### config.mk
export PLATFORM = sky130hd
export DESIGN_NAME = inst_rom_arbiter
export DESIGN_NICKNAME = d
export VERILOG_FILES = /design/src/rtl/inst_rom_arbiter_pkg.sv /design/src/rtl/inst_rom_arbiter_prio.sv /design/src/rtl/inst_rom_arbiter.sv
export SDC_FILE = /design/constraint.sdc
export NUM_CORES = 1
export LEC_CHECK = 0
export CAP_MARGIN = 25
export CORE_MARGIN = 5
export CORE_UTILIZATION = 51
export CTS_BUF_LIST = sky130_fd_sc_hd__clkbuf_2 sky130_fd_sc_hd__clkbuf_4 sky130_fd_sc_hd__clkbuf_8
export DETAILED_ROUTE_END_ITERATION = 10
export PLACE_DENSITY = 0.85
export SLEW_MARGIN = 15
export SYNTH_ARGS = -nofsm -noshare
export SYNTH_HDL_FRONTEND = slang
export SYNTH_HIERARCHICAL = 1
export SYNTH_SLANG_ARGS = --single-unit
### constraint.sdc
create_clock -name clk -period 3.6 [get_ports clk]
set_input_delay 0.36 -clock clk [delete_from_list [all_inputs] [get_ports clk]]
set_output_delay 0.36 -clock clk [all_outputs]
set_load 0.03 [all_outputs]
### src/rtl/inst_rom_arbiter_pkg.sv
// Shared types and constants for the instruction-ROM arbiter: owner encoding,
// chip-enable levels and the doubleword alignment helper.
package inst_rom_arbiter_pkg;

  localparam int INST_ADDR_W = 32;
  localparam int INST_DATA_W = 64;
  localparam int STARVE_LIMIT_DEF = 4;

  localparam logic CHIP_ENABLE  = 1'b1;
  localparam logic CHIP_DISABLE = 1'b0;

  typedef enum logic [1:0] {
    ARB_OWNER_NONE = 2'b00,
    ARB_OWNER_IF   = 2'b01,
    ARB_OWNER_LS   = 2'b10
  } arb_owner_e;

  function automatic logic is_dword_aligned(input logic [2:0] byte_lsb);
    return byte_lsb == 3'b000;
  endfunction

endpackage

### src/rtl/inst_rom_arbiter_prio.sv
// Fixed LS-over-IF priority with a saturating starvation counter that lets IF
// win once it has been denied STARVE_LIMIT consecutive cycles.
module arb_prio_starve #(
  parameter int STARVE_LIMIT = 4,
  parameter int CNT_W        = 3
) (
  input  logic clk,
  input  logic rst,
  input  logic if_req,
  input  logic ls_req,
  input  logic flush,
  output logic if_gnt,
  output logic ls_gnt
);

  localparam logic [CNT_W-1:0] LIMIT = CNT_W'(STARVE_LIMIT);

  logic [CNT_W-1:0] starve_q, starve_d;
  logic             starved;

  // NOTE: every always_comb output gets a default first, so no path can infer a latch.
  always_comb begin
    starved  = (starve_q >= LIMIT);
    if_gnt   = rst & if_req & ~flush & (~ls_req | starved);
    ls_gnt   = rst & ls_req & ~if_gnt;
    starve_d = starve_q;
    if (!if_req || if_gnt) begin
      starve_d = '0;
    end else if (!flush && ls_gnt && !starved) begin
      starve_d = starve_q + 1'b1;
    end
  end

  // NOTE: sequential state uses non-blocking assignments only.
  always_ff @(posedge clk or negedge rst) begin
    if (!rst) begin
      starve_q <= '0;
    end else begin
      starve_q <= starve_d;
    end
  end

endmodule

### src/rtl/inst_rom_arbiter.sv
// Shares the combinational instruction ROM between IF and LS: one grant per
// cycle, ROM driven in the grant cycle, single-entry response one cycle later.
module inst_rom_arbiter
  import inst_rom_arbiter_pkg::*;
#(
  parameter int ADDR_W       = INST_ADDR_W,
  parameter int DATA_W       = INST_DATA_W,
  parameter int STARVE_LIMIT = STARVE_LIMIT_DEF,
  parameter int CNT_W        = 3
) (
  input  logic              clk,
  input  logic              rst,
  input  logic              if_req,
  input  logic [ADDR_W-1:0] if_addr,
  output logic              if_gnt,
  output logic              if_rvalid,
  output logic [DATA_W-1:0] if_rdata,
  input  logic              flush,
  input  logic              ls_req,
  input  logic [ADDR_W-1:0] ls_addr,
  output logic              ls_gnt,
  output logic              ls_rvalid,
  output logic [DATA_W-1:0] ls_rdata,
  output logic              ls_err,
  output logic              rom_ce,
  output logic [ADDR_W-1:0] rom_addr,
  input  logic [DATA_W-1:0] rom_inst
);

  arb_owner_e        owner_q;
  logic [ADDR_W-1:0] gnt_addr, rom_addr_q;
  logic [DATA_W-1:0] resp_q, if_hold_q, ls_hold_q;
  logic              any_gnt, gnt_aligned, err_q;

  arb_prio_starve #(
    .STARVE_LIMIT (STARVE_LIMIT),
    .CNT_W        (CNT_W)
  ) u_prio (
    .clk    (clk),
    .rst    (rst),
    .if_req (if_req),
    .ls_req (ls_req),
    .flush  (flush),
    .if_gnt (if_gnt),
    .ls_gnt (ls_gnt)
  );

  always_comb begin
    any_gnt     = if_gnt | ls_gnt;
    gnt_addr    = if_gnt ? if_addr : ls_addr;
    gnt_aligned = is_dword_aligned(gnt_addr[2:0]);
    rom_ce      = (any_gnt && gnt_aligned) ? CHIP_ENABLE : CHIP_DISABLE;
    rom_addr    = any_gnt ? gnt_addr : rom_addr_q;
    // A flush in the response cycle squashes the IF delivery; LS is never squashed.
    if_rvalid   = (owner_q == ARB_OWNER_IF) && !flush;
    ls_rvalid   = (owner_q == ARB_OWNER_LS);
    ls_err      = ls_rvalid & err_q;
    if_rdata    = if_rvalid ? resp_q : if_hold_q;
    ls_rdata    = ls_rvalid ? resp_q : ls_hold_q;
  end

  // NOTE: the data registers are reset too, because reset must present zero read data.
  always_ff @(posedge clk or negedge rst) begin
    if (!rst) begin
      owner_q    <= ARB_OWNER_NONE;
      rom_addr_q <= '0;
      resp_q     <= '0;
      err_q      <= 1'b0;
      if_hold_q  <= '0;
      ls_hold_q  <= '0;
    end else begin
      if (if_gnt)      owner_q <= ARB_OWNER_IF;
      else if (ls_gnt) owner_q <= ARB_OWNER_LS;
      else             owner_q <= ARB_OWNER_NONE;
      if (any_gnt) begin
        rom_addr_q <= gnt_addr;
        resp_q     <= gnt_aligned ? rom_inst : '0;
        err_q      <= ~gnt_aligned;
      end
      if (if_rvalid) if_hold_q <= resp_q;
      if (ls_rvalid) ls_hold_q <= resp_q;
    end
  end

endmodule

==> results of run 1 <==
timing repair:
item                      CTS  global route
resized for setup           0             0
hold buffers                1             0
hold endpoints to repair    3             0
placed cells by master (no fill, tap or decap), types with 6 or more instances in the layout:
cell type,count
clkdlybuf4s50_1,296
dfrtp_1,230
nand2_1,226
mux2_2,66
a22o_1,64
clkbuf_8,51
mux2i_1,34
o21ai_0,31
clkbuf_4,9
buf_4,8
clkinv_2,6
buf_12,6
cells in the mapped netlist (all sizes together):
library cell,n,area share (%)
a21o,1,0.085
a21oi,1,0.057
a22o,64,6.4
and3,1,0.085
buf,34,2.4
clkbuf,12,0.51
dfrtp,230,65
ha,2,0.28
inv,4,0.17
mux2,66,8.4
mux2i,34,3.9
nand2,226,9.6
nand2b,2,0.14
nand4b,2,0.20
nand4bb,1,0.13
nor2,2,0.085
nor2b,2,0.23
nor3,1,0.057
nor3b,1,0.085
nor4b,1,0.099
o211a,1,0.11
o21ai,31,1.8
path summary, 6_finish.rpt:
check                                         from                  to  slack (ns)  cells after the start
min in group clk                        if_addr[5]       rom_addr_q[5]        0.43                      3
worst min register to register       ls_hold_q[21]       ls_hold_q[21]        0.47                      2
worst max register to register  u_prio/starve_q[2]          resp_q[46]        1.04                      7
worst min-delay path                           rst  u_prio/starve_q[1]        0.31                      2
max in group asynchronous                      rst      rom_addr_q[27]        1.61                      5
worst max-delay path                           rst        rom_addr[11]        0.25                      8
per-stage QoR:
| step | util [%] | total power, mW | cells |
|---|---|---|---|
| floorplan | - | 3.501 | 719 |
| global placement | 70.22 | 4.118 | 1209 |
| detailed placement | 70.22 | 4.144 | 1209 |
| CTS | 74.99 | 6.539 | 1277 |
| global route | 75.20 | 6.730 | 1281 |
| finish | 75.20 | 6.469 | 1281 |
power by group through the flow:
stage | Combinational [mW] | Clock (mW) | Sequential [mW]
5_1_grt | 1.33 | 2.53 | 2.88
3_3_place_gp | 1.23 | 0 | 2.89
6_report | 1.25 | 2.36 | 2.86
2_1_floorplan | 0.626 | 0 | 2.87
3_5_place_dp | 1.24 | 0 | 2.90
4_1_cts | 1.26 | 2.43 | 2.86
per-layer routing:
metal  vias to the layer above  track usage (%)
li1                       3053                -
met3                        59            8.561
met5                         -                0
met1                      3333            31.37
met4                         2            9.747
met2                       293            42.39
logic make-up (layout without fill, tap and decap cells):
logic type,count (synthesis),in the layout
compound gates,98,98
other cells,0,3
simple gates,239,239
flops,230,230
buf+inv,50,384
mux,100,100
fa+ha+maj,2,2
sequential cells by signal, indices dropped and copies added, names as in the netlist:
signal,count
if_hold_q,64
ls_hold_q,64
resp_q,64
rom_addr_q,32
u_prio/starve_q,3
owner_q,2
err_q,1
worst reg2reg max path, stage by stage (launching register included):
cell      delay (ns)
dfrtp_1         0.40
nand2b_1        0.12
and3_2          0.37
buf_12          0.26
nor4b_1         0.27
a21o_2          0.36
buf_4           0.44
a22o_1          0.25
cell type report:
cell class | count | area, um2 | share of cell area, %
sequential | 230 | 5756 | 44.72
clock inverter | 7 | 37.54 | 0.2916
clock buffer | 60 | 769.5 | 5.978
antenna | 3 | 7.507 | 0.05833
multi-input combinational | 439 | 2809 | 21.82
timing repair buffer | 313 | 3196 | 24.83
inverter | 4 | 15.01 | 0.1167
tap | 225 | 281.5 | 2.187
==> qor.tcl, run 1 <==
set qor(status) {completed}
set qor(synth_xor_xnor_area_share_pct) 0
set qor(p_int_mw) 4.679
set qor(netlist_area_um2) 8818
set qor(clock_latency_ns) 0.52
set qor(routed_wl_mm) 25.81
set qor(grt_first_pass_wirelength_mm) 40.13
set qor(proportion_of_synthesized_chip_area_in_sequential_cells_pct) 65.27
set qor(cp_startpoint_kind) {input pin}
set qor(syn_avg_cell_area_um2) 12.26
set qor(finalCritPeriodShare_pct) 93.19
set qor(critical_path.n_buffers_inverters) 4
set qor(clock-skew-final_ns) 0.02423
set qor(clk_transition_reported_paths_ns) 0.06
set qor(clock-sinks) 230
set qor(unrepaired_setup_endpoints_after_global_routing) {false}
set qor(num_rows) 48
set qor(timing_max_transition_violations_final) 0
set qor(place_ws_ns) 0.4434
set qor(post_dp_cell_area_um2) 12020
set qor(setup_viol) 0
set qor(io_buffer_count) 298
set qor(netlist_instances) 719
set qor(clkPwrFrac_pct) 36.5
set qor(num_io_pins) 299
set qor(floorplan.die.width_um) 141.5
set qor(synth.mux.area_fraction_pct) 12.29
set qor(final_report_hold_violation_count) 0
set qor(gpl.final_weighted_congestion) 0.8218
set qor(route.detailed.vias_per_inst) 5.262
set qor(ctsHtreeMaxLevel) 2
set qor(worst_path_max_delay_cell) {clkdlybuf4s50_1}
set qor(final_period_minus_worst_setup_slack_ns) 3.355
set qor(core_um2) 17120
set qor(comb_power_share_pct) 19.3
set qor(grt_pass1_vias) 7296
set qor(path_delay_family) {buffers and inverters}
set qor(cts-root-to-sink-buffers) 3
set qor(grt_antenna_before_repair) 4
set qor(timing.critical_path.slowest_cell_delay_ns) 0.76
set qor(met2RoutedLength_mm) 12.63
set qor(power_switching_share_pct) 27.68
set qor(global_routing_usage_summed_across_all_routing_layers_pct) 25.61
set qor(tritoncts) {done}
set qor(drtPass1Iterations) 4
set qor(top_layer_used) {met5}
set qor(synth_compound_gate_area_share_pct) 8.371
set qor(design_area_um2) 12870
set qor(final_nets) 1161
set qor(tns_ns) 0
set qor(timing.critical_path.cells) {dlygate4sd3_1 -> buf_8 -> nor2b_4 -> and3_2 -> buf_12 -> nand2_1 -> o21ai_0 -> clkdlybuf4s50_1}
set qor(dominant_combinational_cell_family_by_area_after_synthesis) {multiplexers}
set qor(dr_iter_0_viols) 332
set qor(design.die.area_um2) 20020
set qor(power_switching_mw) 1.791
set qor(pwr-share-seq_pct) 44.2
set qor(wl_met1_mm) 9.960
set qor(grt_start_max_net_pins) 155
set qor(floorplan.initialDensity_pct) 51.52
set qor(detail-route-antenna-nets) 0
set qor(sum_of_net_half_perimeters_after_detailed_placement_mm) 17.44
set qor(yosys.cell_types.count) 26
set qor(post_route_cells_drive_above_1_share_pct) 14.91
set qor(n_fill_cell) 1161
set qor(fin_hold_ws_ns) 0.3096
set qor(timing.critical_path.fanout_max) 56
set qor(yosys_warnings) 6
set qor(irDropWorstVdd_uv) 336.7
set qor(areaGrowthSynthToFinish_pct) 45.96
set qor(syn-num-nets) 854
set qor(max_cap_viol_count) 0
set qor(worstSetupEndpointType) {output pin}
set qor(worstPathRequired_ns) 3.24
set qor(power.density_nw_per_um2) 502.6
set qor(clk_root_buffer_cell) {clkbuf_8}
set qor(worstMarginPinSlew_ns) 0.8564
set qor(chipHeight_um) 141.5
set qor(maxClockFrequency_mhz) 298.1
set qor(synth_adder_area_share_pct) 0.2838
set qor(power.leakage_nw) 6.100
set qor(number_of_synthesized_register_bits) 230
set qor(tightest_slew_margin_relative_to_the_limit_pct) 42.91
set qor(grt_remaining_overflow) 0
set qor(routed-via-count) 6740
set qor(cp_data_arrival_time_ns) 2.99
set qor(cts_buffers) 38
set qor(met3WireLength_mm) 2.367
set qor(min-delay-path-class) {in -> async}
set qor(wl_per_cell_um) 20.15
set qor(drc) 0
set qor(postCtsSetupBuffers) 0
set qor(post-route-worst-setup-slack_ns) 0.2453
set qor(critical_path_class) {in -> out}
set qor(share_of_synthesized_cell_area_in_and_or_nand_and_nor_gates_pct) 10.73
No activity file was read; power rests on OpenSTA's default activity.
==> run 2, diff against run 1 <==
--- a/config.mk
+++ b/config.mk
@@ -5,7 +5,9 @@
 export SDC_FILE = /design/constraint.sdc
 export NUM_CORES = 1
 export LEC_CHECK = 0
+export ABC_CLOCK_PERIOD_IN_PS = 3600
 export CAP_MARGIN = 25
+export CORE_ASPECT_RATIO = 1.5
 export CORE_MARGIN = 5
 export CORE_UTILIZATION = 51
 export CTS_BUF_LIST = sky130_fd_sc_hd__clkbuf_2 sky130_fd_sc_hd__clkbuf_4 sky130_fd_sc_hd__clkbuf_8
==> run 2 against run 1 <==
Against the previous run:
- global-route usage decreased by 1.6 points
- power is 2.0% lower
- non-clock buffer count is the same
- sequential cell count unchanged
- design area is 0.63% lower
- largest cell class unchanged
==> qor.tcl, run 2 (synthesis gave the netlist of run 1 again) <==
set qor(status) {completed}
set qor(cts-root-to-sink-buffers) 3
set qor(worst-r2r-cell-count) 6
set qor(num_rows) 59
set qor(dr_iter_0_viols) 564
set qor(clock_latency_ns) 0.50
set qor(worstMarginPinSlew_ns) 0.7506
set qor(max_cap_viol_count) 0
set qor(min-delay-path-class) {in -> async}
set qor(worstPathRequired_ns) 3.24
set qor(worst_r2r_startpoint) {u_prio/starve_q[2]}
set qor(timing.critical_path.fanout_max) 51
set qor(route.detailed.vias_per_inst) 5.275
set qor(gpl.final_weighted_congestion) 0.8212
set qor(clock-skew-final_ns) 0.02660
set qor(timing.critical_path.slowest_cell_delay_ns) 0.72
set qor(floorplan.initialDensity_pct) 51.27
set qor(post-route-worst-setup-slack_ns) 0.1847
set qor(finalCritPeriodShare_pct) 94.87
set qor(tns_ns) 0
set qor(tightest_slew_margin_relative_to_the_limit_pct) 49.96
set qor(setup_viol) 0
set qor(critical_path_class) {in -> out}
set qor(worst_path_max_delay_cell) {clkdlybuf4s50_1}
set qor(detail-route-antenna-nets) 0
set qor(worstSetupEndpointType) {output pin}
set qor(drc) 0
set qor(drtPass1Iterations) 4
set qor(worst_r2r_endpoint) {resp_q[26]}
set qor(fin_cells) 1262
set qor(ctsHtreeMaxLevel) 2
set qor(design.die.area_um2) 20080
set qor(wl_per_cell_um) 19.26
set qor(clk_transition_reported_paths_ns) 0.07
set qor(final_period_minus_worst_setup_slack_ns) 3.415
set qor(fin_hold_ws_ns) 0.2858
set qor(clock-sinks) 230
set qor(core_um2) 17200
set qor(cp_startpoint_kind) {input pin}
set qor(routed_wl_mm) 24.31
set qor(final_core_utilization_pct) 74.36
set qor(grt_remaining_overflow) 0
set qor(timing_max_transition_violations_final) 0
set qor(chipHeight_um) 171.1
set qor(ff2ff_setup_slack_ns) 1.28
set qor(final_report_hold_violation_count) 0
set qor(largestRegisters) {if_hold_q x64, ls_hold_q x64, resp_q x64}
set qor(unrepaired_setup_endpoints_after_global_routing) {false}
set qor(maxClockFrequency_mhz) 292.8
set qor(layout.cells.most_common_list) {clkdlybuf4s50_1 (296), dfrtp_1 (230), nand2_1 (226), mux2_2 (66), a22o_1 (64)}
set qor(num_io_pins) 299
set qor(dp_cells) 1196
set qor(place_ws_ns) 0.4983
set qor(cts_buffers) 35
set qor(tritoncts) {done}
set qor(areaGrowthSynthToFinish_pct) 45.03
set qor(sum_of_net_half_perimeters_after_detailed_placement_mm) 16.80
set qor(timing.critical_path.cells) {dlygate4sd3_1 -> buf_8 -> nor2b_4 -> and3_2 -> buf_12 -> nand2_1 -> o21ai_0 -> clkdlybuf4s50_1}
set qor(clk_root_buffer_cell) {clkbuf_8}
set qor(floorplan.die.width_um) 117.4
set qor(grt_first_pass_wirelength_mm) 38.70
set qor(grt_antenna_before_repair) 2
set qor(power.leakage_nw) 6.063
set qor(cp_data_arrival_time_ns) 3.06
set qor(power.density_nw_per_um2) 495.5
set qor(grt_pass1_vias) 7158
set qor(global_routing_usage_summed_across_all_routing_layers_pct) 24.04
set qor(final_nets) 1158
set qor(post_route_cells_drive_above_1_share_pct) 14.42
set qor(grt_start_max_net_pins) 85
set qor(irDropWorstVdd_uv) 436.4
set qor(io_buffer_count) 298
set qor(leading_cell_type_in_the_layout_fill_and_taps_excluded) {clkdlybuf4s50_1}
set qor(routed-via-count) 6657
run 2: power breakdown:
group / switching [mW] / total [mW] / internal, mW
sequential: 0.0746 / 2.85 / 2.78
combinational: 0.700 / 1.24 / 0.541
clock: 0.964 / 2.24 / 1.28
run 2: worst max path at each step:
stage	startpoint	endpoint	slack, ns
2_1_floorplan	u_prio/starve_q[2]	rom_addr[0]	1.19
3_3_place_gp	if_req	rom_addr[25]	0.58
3_5_place_dp	if_req	rom_addr[26]	0.50
4_1_cts	rst	rom_addr[20]	0.15
5_1_grt	rst	rom_addr[10]	0.0006
6_report	rst	rom_addr[20]	0.18
run 2: per-layer routing:
layer | vias to the layer above | share of wire (%) | track usage (%)
met1 | 3265 | 36 | 27.36
met4 | 0 | 4.4 | 11.06
li1 | 3046 | - | -
met5 | - | 0 | 0
met3 | 60 | 7.5 | 6.448
met2 | 286 | 52 | 42.27
run 2: layout make-up:
| class | count | area, um2 |
|---|---|---|
| Sequential cell | 230 | 5756 |
| Antenna cell | 2 | 5.005 |
| Clock inverter | 6 | 61.31 |
| Clock buffer | 55 | 681.9 |
| Fill cell | 1158 | 4410 |
| Tap cell | 213 | 266.5 |
| Multi-Input combinational cell | 439 | 2809 |
| Timing Repair Buffer | 313 | 3196 |
| Inverter | 4 | 15.01 |
run 2: metrics by stage:
step	cell area, um2	power, mW
6_report	12790	6.337
3_3_place_gp	11980	4.109
2_1_floorplan	8818	3.501
5_1_grt	12790	6.626
3_5_place_dp	11980	4.137
4_1_cts	12740	6.409
run 2: repair_timing:
item	4_1_cts	5_1_grt
setup buffers	0	0
endpoints found under the hold margin	26	0
gates resized for setup	0	0
hold buffers	1	0
run 2: critical path, delay by kind of cell:
kind	cells	cell delay, ns
compound gates	1	0.12
buf+inv	4	1.78
simple gates	3	0.75
